**config.mk**
```make
export PLATFORM = sky130hd
export DESIGN_NAME = pipe_hazard_ctrl_flat
export DESIGN_NICKNAME = d
export VERILOG_FILES = /design/src/rtl/pipe_hazard_ctrl_pkg.sv /design/src/rtl/pipe_hazard_ctrl_if.sv /design/src/rtl/pipe_hazard_ctrl_reg_scoreboard.sv /design/src/rtl/pipe_hazard_ctrl.sv /design/src/flat_wrapper.sv
export SDC_FILE = /design/constraint.sdc
export NUM_CORES = 1
export LEC_CHECK = 0
export ABC_AREA = 0
export CAP_MARGIN = 5
export CORE_MARGIN = 2
export CORE_UTILIZATION = 50
export DETAILED_ROUTE_END_ITERATION = 16
export GPL_TIMING_DRIVEN = 0
export PLACE_DENSITY = 0.9
export SYNTH_ARGS = -nofsm -noshare
export SYNTH_HDL_FRONTEND = slang
export SYNTH_SLANG_ARGS = --single-unit
```
**constraint.sdc**
```tcl
create_clock -name clk -period 3 [get_ports clk]
set_clock_uncertainty 0.05 [all_clocks]
set_input_delay 0.3 -clock clk [delete_from_list [all_inputs] [get_ports clk]]
set_output_delay 0.3 -clock clk [all_outputs]
set_load 0.05 [all_outputs]
```
**src/rtl/pipe_hazard_ctrl_pkg.sv**
```systemverilog
`default_nettype none
// ============================================================================
// Module      : pipe_hazard_ctrl_pkg
// Description : Shared constants, branch FSM encoding and helpers for the
//               pipeline hazard / control-flow sequencer.
// Revision    : 1.0 - initial release
// ============================================================================
package pipe_hazard_ctrl_pkg;

    localparam int c_nregs     = 32;
    localparam int c_reg_idx_w = 5;
    localparam int c_dbits     = 32;

    typedef enum logic [1:0] {
        ST_IDLE     = 2'd0,
        ST_BR_WAIT  = 2'd1,
        ST_REDIRECT = 2'd2
    } br_state_e;

    // from_AGEX_to_DE carries {stall, flush}; from_AGEX_to_FE carries {stall, redirect, target}
    localparam int c_agex_to_de_w = 2;
    localparam int c_agex_to_fe_w = 2 + c_dbits;

    function automatic logic is_tracked(input logic [c_reg_idx_w-1:0] r);
        return r != '0;
    endfunction

endpackage
`default_nettype wire

```
**src/rtl/pipe_hazard_ctrl_if.sv**
```systemverilog
`default_nettype none
// ============================================================================
// Module      : pipe_hazard_ctrl_if
// Description : DE / AGEX / WB request signals and the stall, flush and
//               redirect fields returned by the hazard sequencer.
// Revision    : 1.0 - initial release
// ============================================================================
interface pipe_hazard_ctrl_if
    import pipe_hazard_ctrl_pkg::*;
#(
    parameter int DBITS = c_dbits
) ();

    logic                   de_valid;
    logic [c_reg_idx_w-1:0] de_rs1;
    logic [c_reg_idx_w-1:0] de_rs2;
    logic                   de_rs1_used;
    logic                   de_rs2_used;
    logic [c_reg_idx_w-1:0] de_rd;
    logic                   de_wr_reg;
    logic                   de_is_branch;
    logic                   agex_br_valid;
    logic                   agex_br_taken;
    logic [DBITS-1:0]       agex_br_target;
    logic                   wb_valid;
    logic [c_reg_idx_w-1:0] wb_rd;

    logic                   stall_de;
    logic                   flush_de;
    logic                   fe_stall;
    logic                   fe_redirect;
    logic [DBITS-1:0]       fe_target;
    logic                   issue;
    logic                   sb_err;

    modport master (
        output de_valid, de_rs1, de_rs2, de_rs1_used, de_rs2_used, de_rd,
               de_wr_reg, de_is_branch, agex_br_valid, agex_br_taken,
               agex_br_target, wb_valid, wb_rd,
        input  stall_de, flush_de, fe_stall, fe_redirect, fe_target, issue, sb_err
    );

    modport slave (
        input  de_valid, de_rs1, de_rs2, de_rs1_used, de_rs2_used, de_rd,
               de_wr_reg, de_is_branch, agex_br_valid, agex_br_taken,
               agex_br_target, wb_valid, wb_rd,
        output stall_de, flush_de, fe_stall, fe_redirect, fe_target, issue, sb_err
    );

endinterface
`default_nettype wire

```
**src/rtl/pipe_hazard_ctrl_reg_scoreboard.sv**
```systemverilog
`default_nettype none
// ============================================================================
// Module      : reg_scoreboard
// Description : Per-register in-flight write counters with saturating
//               inc/dec, error pulse and two combinational busy read ports.
// Revision    : 1.0 - initial release
// ============================================================================
module reg_scoreboard
    import pipe_hazard_ctrl_pkg::*;
#(
    parameter int NREGS = c_nregs,
    parameter int CNTW  = 2
) (
    input  wire logic                   clk,
    input  wire logic                   rst,
    input  wire logic                   i_inc_en,
    input  wire logic [c_reg_idx_w-1:0] i_inc_idx,
    input  wire logic                   i_dec_en,
    input  wire logic [c_reg_idx_w-1:0] i_dec_idx,
    input  wire logic [c_reg_idx_w-1:0] i_rd_idx_a,
    input  wire logic [c_reg_idx_w-1:0] i_rd_idx_b,
    output logic                        o_busy_a,
    output logic                        o_busy_b,
    output logic                        o_err
);

    localparam logic [CNTW-1:0] c_cnt_max = {CNTW{1'b1}};

    logic [NREGS-1:0][CNTW-1:0] w_cnt;
    logic [NREGS-1:0]           w_ovf;
    logic [NREGS-1:0]           w_unf;

    for (genvar gi = 0; gi < NREGS; gi++) begin : g_cnt
        if (gi == 0) begin : g_zero
            // x0 is hardwired zero and never tracked
            assign w_cnt[gi] = '0;
            assign w_ovf[gi] = 1'b0;
            assign w_unf[gi] = 1'b0;
        end else begin : g_track
            logic [CNTW-1:0] r_cnt;
            logic            w_inc;
            logic            w_dec;

            assign w_inc     = i_inc_en && (i_inc_idx == c_reg_idx_w'(gi));
            assign w_dec     = i_dec_en && (i_dec_idx == c_reg_idx_w'(gi));
            assign w_ovf[gi] = w_inc && !w_dec && (r_cnt == c_cnt_max);
            assign w_unf[gi] = w_dec && !w_inc && (r_cnt == '0);
            assign w_cnt[gi] = r_cnt;

            always_ff @(posedge clk) begin
                if (rst) begin
                    r_cnt <= '0;
                end else if (w_inc && !w_dec && !w_ovf[gi]) begin
                    r_cnt <= r_cnt + CNTW'(1);
                end else if (w_dec && !w_inc && !w_unf[gi]) begin
                    r_cnt <= r_cnt - CNTW'(1);
                end
            end
        end
    end

    assign o_busy_a = is_tracked(i_rd_idx_a) && (w_cnt[i_rd_idx_a] != '0);
    assign o_busy_b = is_tracked(i_rd_idx_b) && (w_cnt[i_rd_idx_b] != '0);
    assign o_err    = |{w_ovf, w_unf};

endmodule
`default_nettype wire

```
**src/rtl/pipe_hazard_ctrl.sv**
```systemverilog
`default_nettype none
// ============================================================================
// Module      : pipe_hazard_ctrl
// Description : RAW stall generation plus branch freeze / redirect / flush
//               sequencing between DE, AGEX and FE.
// Revision    : 1.0 - initial release
// ============================================================================
module pipe_hazard_ctrl
    import pipe_hazard_ctrl_pkg::*;
#(
    parameter int NREGS = c_nregs,
    parameter int DBITS = c_dbits,
    parameter int CNTW  = 2
) (
    input  wire logic         clk,
    input  wire logic         reset,
    pipe_hazard_ctrl_if.slave hz
);

    br_state_e        r_state;
    logic             r_fe_stall;
    logic             r_redirect;
    logic [DBITS-1:0] r_fe_target;
    logic             r_sb_err;

    logic w_busy_rs1;
    logic w_busy_rs2;
    logic w_raw;
    logic w_stall_de;
    logic w_issue;
    logic w_sb_evt;
    logic w_inc_en;
    logic w_dec_en;
    logic w_agex_err;

    assign w_inc_en = w_issue && hz.de_wr_reg && is_tracked(hz.de_rd);
    assign w_dec_en = hz.wb_valid && is_tracked(hz.wb_rd);

    reg_scoreboard #(
        .NREGS (NREGS),
        .CNTW  (CNTW)
    ) u_sb (
        .clk        (clk),
        .rst        (reset),
        .i_inc_en   (w_inc_en),
        .i_inc_idx  (hz.de_rd),
        .i_dec_en   (w_dec_en),
        .i_dec_idx  (hz.wb_rd),
        .i_rd_idx_a (hz.de_rs1),
        .i_rd_idx_b (hz.de_rs2),
        .o_busy_a   (w_busy_rs1),
        .o_busy_b   (w_busy_rs2),
        .o_err      (w_sb_evt)
    );

    assign w_raw      = (hz.de_rs1_used && w_busy_rs1) || (hz.de_rs2_used && w_busy_rs2);
    assign w_stall_de = hz.de_valid && (w_raw || (r_state != ST_IDLE));
    assign w_issue    = hz.de_valid && !w_stall_de && !r_redirect;
    // A resolution only makes sense while a branch is outstanding
    assign w_agex_err = hz.agex_br_valid && (r_state != ST_BR_WAIT);

    always_ff @(posedge clk) begin
        if (reset) begin
            r_state     <= ST_IDLE;
            r_fe_stall  <= 1'b0;
            r_redirect  <= 1'b0;
            r_fe_target <= '0;
            r_sb_err    <= 1'b0;
        end else begin
            r_sb_err <= r_sb_err || w_sb_evt || w_agex_err;
            case (r_state)
                ST_IDLE: begin
                    if (w_issue && hz.de_is_branch) begin
                        r_state    <= ST_BR_WAIT;
                        r_fe_stall <= 1'b1;
                    end
                end
                ST_BR_WAIT: begin
                    if (hz.agex_br_valid) begin
                        r_fe_stall <= 1'b0;
                        if (hz.agex_br_taken) begin
                            r_state     <= ST_REDIRECT;
                            r_redirect  <= 1'b1;
                            r_fe_target <= hz.agex_br_target;
                        end else begin
                            r_state <= ST_IDLE;
                        end
                    end
                end
                ST_REDIRECT: begin
                    r_state    <= ST_IDLE;
                    r_redirect <= 1'b0;
                end
                default: begin
                    r_state    <= ST_IDLE;
                    r_fe_stall <= 1'b0;
                    r_redirect <= 1'b0;
                end
            endcase
        end
    end

    assign hz.stall_de    = w_stall_de;
    assign hz.issue       = w_issue;
    assign hz.fe_stall    = r_fe_stall;
    assign hz.fe_redirect = r_redirect;
    assign hz.flush_de    = r_redirect;
    assign hz.fe_target   = r_fe_target;
    assign hz.sb_err      = r_sb_err;

endmodule
`default_nettype wire

```
**src/flat_wrapper.sv**
```systemverilog
// flat-port wrapper written by rule: the top's interface ports become plain ports
module pipe_hazard_ctrl_flat import pipe_hazard_ctrl_pkg::*;
#(
    parameter int NREGS = c_nregs,
    parameter int DBITS = c_dbits,
    parameter int CNTW  = 2
)
  (clk, reset, hz_de_valid, hz_de_rs1, hz_de_rs2, hz_de_rs1_used, hz_de_rs2_used, hz_de_rd, hz_de_wr_reg, hz_de_is_branch, hz_agex_br_valid, hz_agex_br_taken, hz_agex_br_target, hz_wb_valid, hz_wb_rd, hz_stall_de, hz_flush_de, hz_fe_stall, hz_fe_redirect, hz_fe_target, hz_issue, hz_sb_err);
  pipe_hazard_ctrl_if #(.DBITS(DBITS)) hz_i ();
  input  wire logic clk;
  input  wire logic reset;
  input wire logic [$bits(hz_i.de_valid)-1:0] hz_de_valid;
  input wire logic [$bits(hz_i.de_rs1)-1:0] hz_de_rs1;
  input wire logic [$bits(hz_i.de_rs2)-1:0] hz_de_rs2;
  input wire logic [$bits(hz_i.de_rs1_used)-1:0] hz_de_rs1_used;
  input wire logic [$bits(hz_i.de_rs2_used)-1:0] hz_de_rs2_used;
  input wire logic [$bits(hz_i.de_rd)-1:0] hz_de_rd;
  input wire logic [$bits(hz_i.de_wr_reg)-1:0] hz_de_wr_reg;
  input wire logic [$bits(hz_i.de_is_branch)-1:0] hz_de_is_branch;
  input wire logic [$bits(hz_i.agex_br_valid)-1:0] hz_agex_br_valid;
  input wire logic [$bits(hz_i.agex_br_taken)-1:0] hz_agex_br_taken;
  input wire logic [$bits(hz_i.agex_br_target)-1:0] hz_agex_br_target;
  input wire logic [$bits(hz_i.wb_valid)-1:0] hz_wb_valid;
  input wire logic [$bits(hz_i.wb_rd)-1:0] hz_wb_rd;
  output wire logic [$bits(hz_i.stall_de)-1:0] hz_stall_de;
  output wire logic [$bits(hz_i.flush_de)-1:0] hz_flush_de;
  output wire logic [$bits(hz_i.fe_stall)-1:0] hz_fe_stall;
  output wire logic [$bits(hz_i.fe_redirect)-1:0] hz_fe_redirect;
  output wire logic [$bits(hz_i.fe_target)-1:0] hz_fe_target;
  output wire logic [$bits(hz_i.issue)-1:0] hz_issue;
  output wire logic [$bits(hz_i.sb_err)-1:0] hz_sb_err;
  assign hz_i.de_valid = hz_de_valid;
  assign hz_i.de_rs1 = hz_de_rs1;
  assign hz_i.de_rs2 = hz_de_rs2;
  assign hz_i.de_rs1_used = hz_de_rs1_used;
  assign hz_i.de_rs2_used = hz_de_rs2_used;
  assign hz_i.de_rd = hz_de_rd;
  assign hz_i.de_wr_reg = hz_de_wr_reg;
  assign hz_i.de_is_branch = hz_de_is_branch;
  assign hz_i.agex_br_valid = hz_agex_br_valid;
  assign hz_i.agex_br_taken = hz_agex_br_taken;
  assign hz_i.agex_br_target = hz_agex_br_target;
  assign hz_i.wb_valid = hz_wb_valid;
  assign hz_i.wb_rd = hz_wb_rd;
  assign hz_stall_de = hz_i.stall_de;
  assign hz_flush_de = hz_i.flush_de;
  assign hz_fe_stall = hz_i.fe_stall;
  assign hz_fe_redirect = hz_i.fe_redirect;
  assign hz_fe_target = hz_i.fe_target;
  assign hz_issue = hz_i.issue;
  assign hz_sb_err = hz_i.sb_err;
  pipe_hazard_ctrl #(.NREGS(NREGS), .DBITS(DBITS), .CNTW(CNTW)) u_core (.clk(clk), .reset(reset), .hz(hz_i));
endmodule
```
Word-level counts from Yosys, hierarchy flattened
Cells that the tools add are included.
Storage, ports and cells
  register bits after elaboration: 99
  input bits: 62
  word-level logic and storage cells: 742
  output and inout bits: 38
Cells by class
  reduce and logical (&&, ||, !) cells: 465
  equality and inequality tests: 99
  bitwise operators: 2
  magnitude comparators: 2
  $add $sub $neg: 62
  multiplexer cells: 76
Operator list (number)
  1-bit logical AND: 260
  5-bit equality test (second input constant): 32
  2-bit 2-to-1 mux: 67
  1-bit logical NOT: 126
  5-bit by 4-bit equality test with 1-bit output (second input constant): 16
  2-bit nonzero test: 34
  2-bit equality test (second input constant): 32
  2-bit logical NOT: 32
  2-bit by 1-bit adder with 2-bit output (second input constant): 31
  62-bit OR reduction: 1
  2-bit by 1-bit subtractor with 2-bit output (second input constant): 31
  5-bit by 3-bit equality test with 1-bit output (second input constant): 8
  2-bit binary-select mux with 5-bit select: 2
  5-bit by 2-bit equality test with 1-bit output (second input constant): 4
  5-bit nonzero test: 4
  5-bit by 6-bit < comparator with 1-bit output (second input constant): 2
  5-bit by 1-bit equality test with 1-bit output (second input constant): 2
  3-bit AND reduction: 3
  1-bit logical OR: 4
  1-bit 2-to-1 mux: 4
  2-bit by 1-bit != test with 1-bit output (second input constant): 2
  2-bit != test (second input constant): 2
  2-bit case mux with 2 select lines: 1
  1-bit case mux with 3 select lines: 1
  4 further kinds: 5

Longest topological paths before layout
Gate-level depths: netlist of the first run.
  depth after elaboration: 21
  gate-level depth with buffers: 12
  mapped depth without buffers: 9

By module
From an unflattened synthesis of the first run, not the netlist that was laid out.
Unflattened totals
  cells, all modules: 891
  area total of the unflattened synthesis: 6577.6 µm²
By module, submodules not included
  reg_scoreboard: cells an instance 720, sequential area each 1241.2 µm², area an instance 5198.7 µm², times used 1
  pipe_hazard_ctrl: cells an instance 171, sequential area each 740.7 µm², area an instance 1378.8 µm², times used 1

Worst setup path before layout of the first run
No wires, ideal clock.
  kind: input-to-reg
  start: input port hz_de_rs1[1]
  end: register u_core.r_fe_stall, in the netlist u_core.hz.fe_stall
  path slack: 0.105 ns
  arrival: 2.775 ns
  stages on the path: 8
  required time: 2.880 ns
  library setup time: 0.070 ns
  buffers on the path: 1
  cells stage by stage: buf_4 -> mux4_2 -> mux2i_1 -> o2111ai_4 -> nand4_1 -> nor3b_1 -> nand2_1 -> a21oi_1
Between the ends
  cells in the longest elaborated chain, start to end: 14
  elaborated cells between the ends (all ways): 15
  those cells by class: eq/ne: 1; mux: 2; reduce/logical: 12
Ends and longest elaborated chain
  from (decl): RTL line flat_wrapper.sv:13  | input wire logic [$bits(hz_i.de_rs1)-1:0] hz_de_rs1;
  2-bit binary-select mux with 5-bit select: RTL line pipe_hazard_ctrl_reg_scoreboard.sv:62  | assign o_busy_a = is_tracked(i_rd_idx_a) && (w_cnt[i_rd_idx_a] != '0);
  2-bit 2-to-1 mux (implied by the code): RTL line pipe_hazard_ctrl_reg_scoreboard.sv:62
  2-bit nonzero test: RTL line pipe_hazard_ctrl_reg_scoreboard.sv:62
  1-bit logical AND (*): RTL line pipe_hazard_ctrl_reg_scoreboard.sv:62
  1-bit logical AND (*): RTL line pipe_hazard_ctrl.sv:56  | assign w_raw = (hz.de_rs1_used && w_busy_rs1) || (hz.de_rs2_used && w_busy_rs2);
  1-bit logical OR (*): RTL line pipe_hazard_ctrl.sv:56
  1-bit logical OR (*): RTL line pipe_hazard_ctrl.sv:57  | assign w_stall_de = hz.de_valid && (w_raw || (r_state != ST_IDLE));
  1-bit logical AND (*): RTL line pipe_hazard_ctrl.sv:57
  1-bit logical NOT (*): RTL line pipe_hazard_ctrl.sv:58  | assign w_issue = hz.de_valid && !w_stall_de && !r_redirect;
  1-bit logical AND (*) (2 in a row): RTL line pipe_hazard_ctrl.sv:58
  net hz_issue: RTL line flat_wrapper.sv:30  | output wire logic [$bits(hz_i.issue)-1:0] hz_issue;
  1-bit logical AND (*): RTL line pipe_hazard_ctrl.sv:73  | if (w_issue && hz.de_is_branch) begin
  2-bit by 1-bit != test with 1-bit output (no line) (*)
  3-bit AND reduction (no line) (*)
  to (signal assigned): RTL line pipe_hazard_ctrl.sv:65  | r_fe_stall <= 1'b0;
  to (signal assigned): RTL line pipe_hazard_ctrl.sv:75  | r_fe_stall <= 1'b1;
  to (signal assigned): RTL line pipe_hazard_ctrl.sv:80  | r_fe_stall <= 1'b0;
  to (decl): RTL line pipe_hazard_ctrl.sv:21  | logic r_fe_stall;
Mark *: on every way through the listed nets, which the timed path passes. The rest lies on a longest branch. The select of a mux whose other input is x is not followed.
A chain may end at the register's enable or synchronous reset.

Worst setup path after layout of the first run
  start: register u_core.u_sb.g_cnt[7].g_track.r_cnt[0]
  end: register u_core.r_sb_err, in the netlist u_core.hz.sb_err
Between the ends
  cells in the longest elaborated chain, start to end: 20
  elaborated cells between the ends (all ways): 209
  those cells by class: eq/ne: 1; mux: 4; reduce/logical: 204
Ends and longest elaborated chain
  from (decl): RTL line pipe_hazard_ctrl_reg_scoreboard.sv:40  | logic [CNTW-1:0] r_cnt;
  from (signal assigned): RTL line pipe_hazard_ctrl_reg_scoreboard.sv:54  | r_cnt <= r_cnt + CNTW'(1);
  from (signal assigned): RTL line pipe_hazard_ctrl_reg_scoreboard.sv:56  | r_cnt <= r_cnt - CNTW'(1);
  2-bit binary-select mux with 5-bit select (on tied branches): RTL line pipe_hazard_ctrl_reg_scoreboard.sv:62, pipe_hazard_ctrl_reg_scoreboard.sv:63
  2-bit 2-to-1 mux (on tied branches): RTL line pipe_hazard_ctrl_reg_scoreboard.sv:62, pipe_hazard_ctrl_reg_scoreboard.sv:63
  2-bit nonzero test (on tied branches): RTL line pipe_hazard_ctrl_reg_scoreboard.sv:62, pipe_hazard_ctrl_reg_scoreboard.sv:63
  1-bit logical AND (on tied branches): RTL line pipe_hazard_ctrl_reg_scoreboard.sv:62, pipe_hazard_ctrl_reg_scoreboard.sv:63
  1-bit logical AND: RTL line pipe_hazard_ctrl.sv:56
  1-bit logical OR: RTL line pipe_hazard_ctrl.sv:56
  1-bit logical OR: RTL line pipe_hazard_ctrl.sv:57
  1-bit logical AND: RTL line pipe_hazard_ctrl.sv:57
  1-bit logical NOT: RTL line pipe_hazard_ctrl.sv:58
  1-bit logical AND (2 in a row): RTL line pipe_hazard_ctrl.sv:58
  1-bit logical AND (2 in a row): RTL line pipe_hazard_ctrl.sv:36  | assign w_inc_en = w_issue && hz.de_wr_reg && is_tracked(hz.de_rd);
  1-bit logical AND: RTL line pipe_hazard_ctrl_reg_scoreboard.sv:44  | assign w_inc = i_inc_en && (i_inc_idx == c_reg_idx_w'(gi));
  1-bit logical NOT: RTL line pipe_hazard_ctrl_reg_scoreboard.sv:47  | assign w_unf[gi] = w_dec && !w_inc && (r_cnt == '0);
  1-bit logical AND (2 in a row): RTL line pipe_hazard_ctrl_reg_scoreboard.sv:47
  62-bit OR reduction (*): RTL line pipe_hazard_ctrl_reg_scoreboard.sv:64  | assign o_err = |{w_ovf, w_unf};
  1-bit logical OR (*) (2 in a row): RTL line pipe_hazard_ctrl.sv:70  | r_sb_err <= r_sb_err || w_sb_evt || w_agex_err;
  to (signal assigned): RTL line pipe_hazard_ctrl.sv:70
  to (decl): RTL line pipe_hazard_ctrl.sv:24  | logic r_sb_err;
Every way passes the cells marked *; elsewhere a longest branch is shown, timed or not. The select of a mux whose other input is x is not followed.

==> results.json, run 1 <==
{
  "status": "finished with violations",
  "failed_checks": "setup timing",
  "highest_layer": "met4",
  "clk_pin_slew_ns": 0.08,
  "synth_fp_nets": 990,
  "num_vias": 7736,
  "cp.required_ns": 3.18,
  "max_freq_mhz": 316,
  "slew_headroom_pct": 28.6,
  "setup_viol": 1,
  "tightest_slew_ns": 1.06,
  "dr.first_iter.drc_count": 906,
  "met1_length_mm": 9.40,
  "overflow": 0,
  "cts_buffer_depth": 2,
  "clock_latency_ns": 0.37,
  "end_kind": "flop",
  "critPathKind": "reg -> reg",
  "ys_warn_count": 0,
  "dp_hpwl_mm": 17.7,
  "synthDistinctLibCells": 71,
  "cts_buffers": 9,
  "seq_area_um2": 1980,
  "antenna_found_initial": 0,
  "finalCriticalPeriod_ns": 3.16,
  "grt_max_degree": 22,
  "areaGrowthSynthToFinish_pct": 26.3,
  "clock_sinks": 99,
  "die_x_um": 119,
  "antenna_cells": 0,
  "r2r-end": "u_core.hz.sb_err$_SDFF_PP0_",
  "grt_pass1_wl_mm": 36.5,
  "routedWlPerCell_um": 19.5,
  "syn_inst": 928,
  "num-nets-final": 1101,
  "whs_path_depth": 3,
  "hold_buffers": 0,
  "rrSetupSlack_ns": -0.16,
  "final-hold-violation-count": 0,
  "drc": 0,
  "place_congestion": 1.07,
  "crit_path_max_fanout": 9,
  "setup-tns-final_ns": -0.164,
  "fin_crit_sh_pct": 105,
  "crit_arrival_ns": 3.34,
  "via_per_inst": 6.34,
  "worst-r2r-cell-count": 11,
  "async_flop_share_pct": 0,
  "coreArea_um2": 13100,
  "drtPass1Iterations": 6,
  "antenna_left": 0,
  "start_util_pct": 50.7,
  "ir_worst_vdd_v": 0.000280,
  "synth-edff-count": 0,
  "ioPinCount": 100,
  "fp.dieH_um": 119,
  "drive_gt1_share_pct": 11.0,
  "hp-class": "in -> reg",
  "setup_ws_ns": -0.164,
  "multi_input_area_um2": 4510,
  "synthFlopType": "dfxtp_1",
  "dr_wl_met3_mm": 2.66,
  "cap_violations": 0,
  "tritoncts": "built",
  "power_density_nw_per_um2": 361,
  "avgSynthCellArea_um2": 7.18,
  "wl_mm": 23.8,
  "htreeDepth": 3,
  "start_kind": "flop",
  "root_buffer": "clkbuf_16",
  "min-delay-start": "reset",
  "wl_met2_mm": 10.6,
  "stdcell_area_um2": 8420,
  "grt_pass1_vias": 6966,
  "p_leak_nw": 2.64,
  "fill_cells": 1138,
  "mostFrequentLayoutCell": "nand2_1",
  "die_area_um2": 14300,
  "ys_seq_elements": 99,
  "row_count": 42,
  "seq_area_frac_synth_pct": 29.7,
  "rsz0062_at_grt": "true",
  "netlist_area_um2": 6670,
  "holdPathEnd": "u_core.u_sb.g_cnt[9].g_track.r_cnt[1]$_SDFFE_PP0P_",
  "regToRegStartpoint": "u_core.u_sb.g_cnt[7].g_track.r_cnt[0]$_SDFFE_PP0P_",
  "io_buffers": 93,
  "grt_usage_pct": 32.6,
  "final_cell_mix": "nand2_1 (174), dfxtp_1 (98), a21oi_1 (97)",
  "slew_viol_final": 0,
  "place_area_um2": 7820
}
==> flip-flops by register name, indices dropped and copies added, names as in the netlist <==
name and count:
u_core.hz.fe_redirect 1, u_core.hz.fe_stall 1, u_core.hz.fe_target 32, u_core.hz.sb_err 1
u_core.r_state 2, u_core.u_sb.g_cnt.g_track.r_cnt 62
==> cell type report <==
cell class / count / area share [%]
multi-input combinational: 752 / 53.6
timing repair buffer: 103 / 11.9
tap: 176 / 2.62
clock buffer: 9 / 2.68
buffer: 52 / 3.58
inverter: 21 / 0.996
clock inverter: 7 / 1.03
timing repair inverter: 1 / 0.0595
sequential: 99 / 23.6
==> per-stage QoR <==
| stage | setup slack (ns) | cells | hold slack [ns] | utilization [%] | power, mW |
|---|---|---|---|---|---|
| 2_1_floorplan | 0.105 | 928 | 0.386 | - | 1.61 |
| 3_3_place_gp | -1.48 | 1197 | 0.391 | 59.5 | 1.80 |
| 3_5_place_dp | -1.51 | 1197 | 0.397 | 59.5 | 1.80 |
| 4_1_cts | -0.0283 | 1219 | 0.366 | 63.4 | 3.02 |
| 5_1_grt | -0.229 | 1220 | 0.386 | 64.1 | 3.12 |
| 6_report | -0.164 | 1220 | 0.373 | 64.1 | 3.04 |
==> worst max-delay path: stages (launching register included) <==
cell and delay (ns):
dfxtp_1 0.32, buf_2 0.17, nor3b_1 0.20, o211a_1 0.24
a2111oi_4 0.09, a2111oi_4 0.46, and4_1 0.29, buf_6 0.15
a31oi_1 0.11, or4_1 0.58, nor4_2 0.20, a41oi_2 0.15
==> cell families after synthesis <==
logic type / synth area share [%]
simple gates: 32.8
buf+inv: 5.48
xor+xnor: 0.263
compound gates: 25.7
flops: 29.7
mux: 6.04
==> Yosys cell counts (4+ instances only) <==
cell	n	share of area, %
or2_2	7	0.66
nand2b_1	23	2.2
nor4_1	11	1.0
and3_1	6	0.56
a41oi_1	6	0.79
o211ai_1	16	1.8
o21ai_0	73	5.5
nand3_1	52	3.9
nand3b_1	9	1.0
o21a_1	20	2.3
nand4b_1	4	0.53
dfxtp_1	99	30
nand4_1	14	1.3
buf_2	10	0.75
mux2i_1	11	1.7
o31ai_1	7	0.79
nor3_1	33	2.5
a21o_1	7	0.79
a21oi_1	97	7.3
nor3b_1	7	0.79
nor2_1	70	3.9
or4_1	7	0.79
mux4_2	8	2.7
nand2_1	174	9.8
clkbuf_1	33	1.9
inv_1	18	1.0
nor2b_1	8	0.75
a31oi_1	12	1.1
or3_1	12	1.1
buf_4	7	0.79
buf_6	5	0.84
==> power by group <==
part	internal, mW	switching (mW)
Sequential	1.33	0.0112
Clock	0.604	0.623
Combinational	0.182	0.296
Total	2.11	0.930
==> worst max-delay path by stage <==
| stage | startpoint | slack, ns | end |
|---|---|---|---|
| 6_report | u_core.u_sb.g_cnt[7].g_track.r_cnt[0]$_SDFFE_PP0P_ | -0.16 | u_core.hz.sb_err$_SDFF_PP0_ |
| 4_1_cts | u_core.u_sb.g_cnt[4].g_track.r_cnt[0]$_SDFFE_PP0P_ | -0.03 | u_core.hz.sb_err$_SDFF_PP0_ |
| 2_1_floorplan | hz_de_rs1[1] | 0.11 | u_core.hz.fe_stall$_SDFFE_PP0P_ |
| 3_5_place_dp | hz_de_rs1[0] | -1.51 | u_core.hz.sb_err$_SDFF_PP0_ |
| 3_3_place_gp | hz_de_rs1[0] | -1.48 | u_core.hz.sb_err$_SDFF_PP0_ |
| 5_1_grt | u_core.u_sb.g_cnt[31].g_track.r_cnt[1]$_SDFFE_PP0P_ | -0.23 | u_core.hz.sb_err$_SDFF_PP0_ |
==> what timing repair did <==
item	CTS	global route
pin swaps	13	5
gates resized for setup	48	26
setup buffers	8	2
endpoints found under the setup margin	50	27
gates cloned	0	1
==> per-layer routing <==
layer / up-vias / track usage [%]
met2: 443 / 50.1
met4: 0 / 15.1
li1: 3606 / -
met5: - / 0
met1: 3595 / 42.0
met3: 92 / 9.67
No activity file was read; power rests on OpenSTA's default activity.
==> run 2, diff against run 1 <==
Settings changed: CORE_ASPECT_RATIO set to 0.7, CORE_UTILIZATION 50 to 45, PLACE_DENSITY 0.9 to 0.83.
==> run 2 against run 1 <==
  * The flow still finishes with violations (setup timing)
  * Total power up 3.1%
  * Routed wire length up 6.7%
  * Worst setup slack worse by 0.14 ns
  * Critical endpoint unchanged
  * Highest routed layer is now met5
  * Count of clock-buffer cells in the layout unchanged
  * Sequential power about the same
  * Critical path depth unchanged
  * Largest power group unchanged
  * Largest cell class unchanged
  * Cell area up 4.0%
  * Clock power up 7%
==> results.json, run 2 (synthesized netlist as in run 1, its figures left out) <==
{
  "power_density_nw_per_um2": 358,
  "worst_hold_slack_ns": 0.361,
  "grt_max_degree": 19,
  "die_x_um": 149,
  "final-hold-violation-count": 0,
  "cts_buffers": 9,
  "crit_arrival_ns": 3.45,
  "dr.first_iter.drc_count": 1404,
  "setup_ws_ns": -0.303,
  "critPathKind": "reg -> reg",
  "final_cell_mix": "nand2_1 (173), a21oi_1 (97), clkdlybuf4s50_1 (86)",
  "cp.required_ns": 3.15,
  "max_freq_mhz": 303,
  "finalCriticalPeriod_ns": 3.30,
  "place_area_um2": 7840,
  "drtPass1Iterations": 8,
  "cts_buffer_depth": 2,
  "clock_latency_ns": 0.36,
  "row_count": 37,
  "regMostFlops": "u_core.u_sb.g_cnt.g_track.r_cnt",
  "start_kind": "flop",
  "p_leak_nw": 2.79,
  "ir_worst_vdd_v": 0.000271,
  "fin_total_pwr_mw": 3.13,
  "cap_violations": 0,
  "hp-class": "in -> reg",
  "slew_headroom_pct": 21.5,
  "slew_viol_final": 0,
  "tritoncts": "built",
  "clk_pin_slew_ns": 0.07,
  "num-nets-final": 1110,
  "grt_pass1_wl_mm": 37.9,
  "tightest_slew_ns": 1.17,
  "clock_sinks": 99,
  "dp_hpwl_mm": 18.4,
  "place_congestion": 1.02,
  "end_kind": "flop",
  "root_buffer": "clkbuf_16",
  "drc": 0,
  "drive_gt1_share_pct": 17.0,
  "ioPinCount": 100,
  "areaGrowthSynthToFinish_pct": 31.3,
  "antenna_left": 0,
  "fin_crit_sh_pct": 110,
  "via_per_inst": 6.36,
  "hold_buffers": 0,
  "die_area_um2": 15800,
  "crit_path_max_fanout": 10,
  "stdcell_area_um2": 8750,
  "coreArea_um2": 14600,
  "grt_pass1_vias": 7051,
  "failed_checks": "setup timing",
  "overflow": 0,
  "htreeDepth": 3,
  "setup_viol": 2,
  "antenna_found_initial": 0,
  "start_util_pct": 45.7,
  "largest_reg_flops": 62,
  "wl_mm": 25.4,
  "antenna_cells": 0,
  "routedWlPerCell_um": 20.4,
  "fp.dieH_um": 106,
  "io_buffers": 93,
  "rsz0062_at_grt": "true",
  "grt_usage_pct": 31.0,
  "num_vias": 7935,
  "status": "finished with violations",
  "mostFrequentLayoutCell": "nand2_1"
}
## run 2: path summary, 6_finish.rpt
check	startpoint	to	cells past startpoint	slack (ns)
max	u_core.u_sb.g_cnt[19].g_track.r_cnt[1]$_SDFFE_PP0P_	u_core.hz.sb_err$_SDFF_PP0_	11	-0.30
min	reset	u_core.u_sb.g_cnt[2].g_track.r_cnt[0]$_SDFFE_PP0P_	3	0.36
max reg2reg	u_core.u_sb.g_cnt[19].g_track.r_cnt[1]$_SDFFE_PP0P_	u_core.hz.sb_err$_SDFF_PP0_	11	-0.30
min reg2reg	u_core.hz.fe_target[9]$_SDFFE_PP0P_	u_core.hz.fe_target[9]$_SDFFE_PP0P_	2	0.40
## run 2: power by group
| group | leakage (nW) | total, mW | switching, mW | internal, mW |
|---|---|---|---|---|
| sequential | 0.823 | 1.32 | 0.0113 | 1.31 |
| clock | 0.163 | 1.32 | 0.571 | 0.747 |
| combinational | 1.80 | 0.498 | 0.308 | 0.190 |
| total | 2.79 | 3.13 | 0.891 | 2.24 |
## run 2: stage by stage
| stage | util [%] | setup slack, ns | cells | TNS [ns] |
|---|---|---|---|---|
| after floorplan | - | 0.105 | 928 | 0 |
| after global placement | 53.8 | -1.36 | 1216 | -29.57 |
| after detailed placement | 53.8 | -1.35 | 1216 | -32.69 |
| after CTS | 58.2 | -0.0759 | 1239 | -0.0793 |
| after global routing | 60.0 | -0.301 | 1248 | -0.460 |
| final | 60.0 | -0.303 | 1248 | -0.324 |
## run 2: what timing repair did
item,4_1_cts,5_1_grt
setup buffers,14,9
pin swaps,21,4
endpoints found under the setup margin,53,33
resized for setup,79,83
## run 2: worst max-delay path, cell delays in order, from the launching register on
cell,delay (ns)
dfxtp_1,0.38
nor2_1,0.20
mux4_2,0.35
o22ai_1,0.14
a21oi_4,0.20
nand4_1,0.17
buf_6,0.18
buf_4,0.17
o211ai_1,0.49
o2111ai_2,0.26
nor4_4,0.35
a41oi_2,0.19
## run 2: layout make-up
| type | count | area, um2 |
|---|---|---|
| fillers | 1315 | 5830 |
| multi-input cells | 752 | 4600 |
| flip-flops and latches | 99 | 2080 |
| repair buffers | 116 | 1120 |
| plain buffers | 49 | 289 |
| well taps | 195 | 244 |
| clock buffers | 9 | 225 |
| clock inverters | 7 | 106 |
| inverters | 21 | 81.3 |
## run 2: layer usage
| metal | vias up | part of all wire, % | GRT usage [%] |
|---|---|---|---|
| li1 | 3612 | - | - |
| met1 | 3628 | 41 | 44.0 |
| met2 | 582 | 41 | 43.4 |
| met3 | 111 | 15 | 11.3 |
| met4 | 2 | 3.4 | 9.73 |
| met5 | - | 0.15 | 0 |
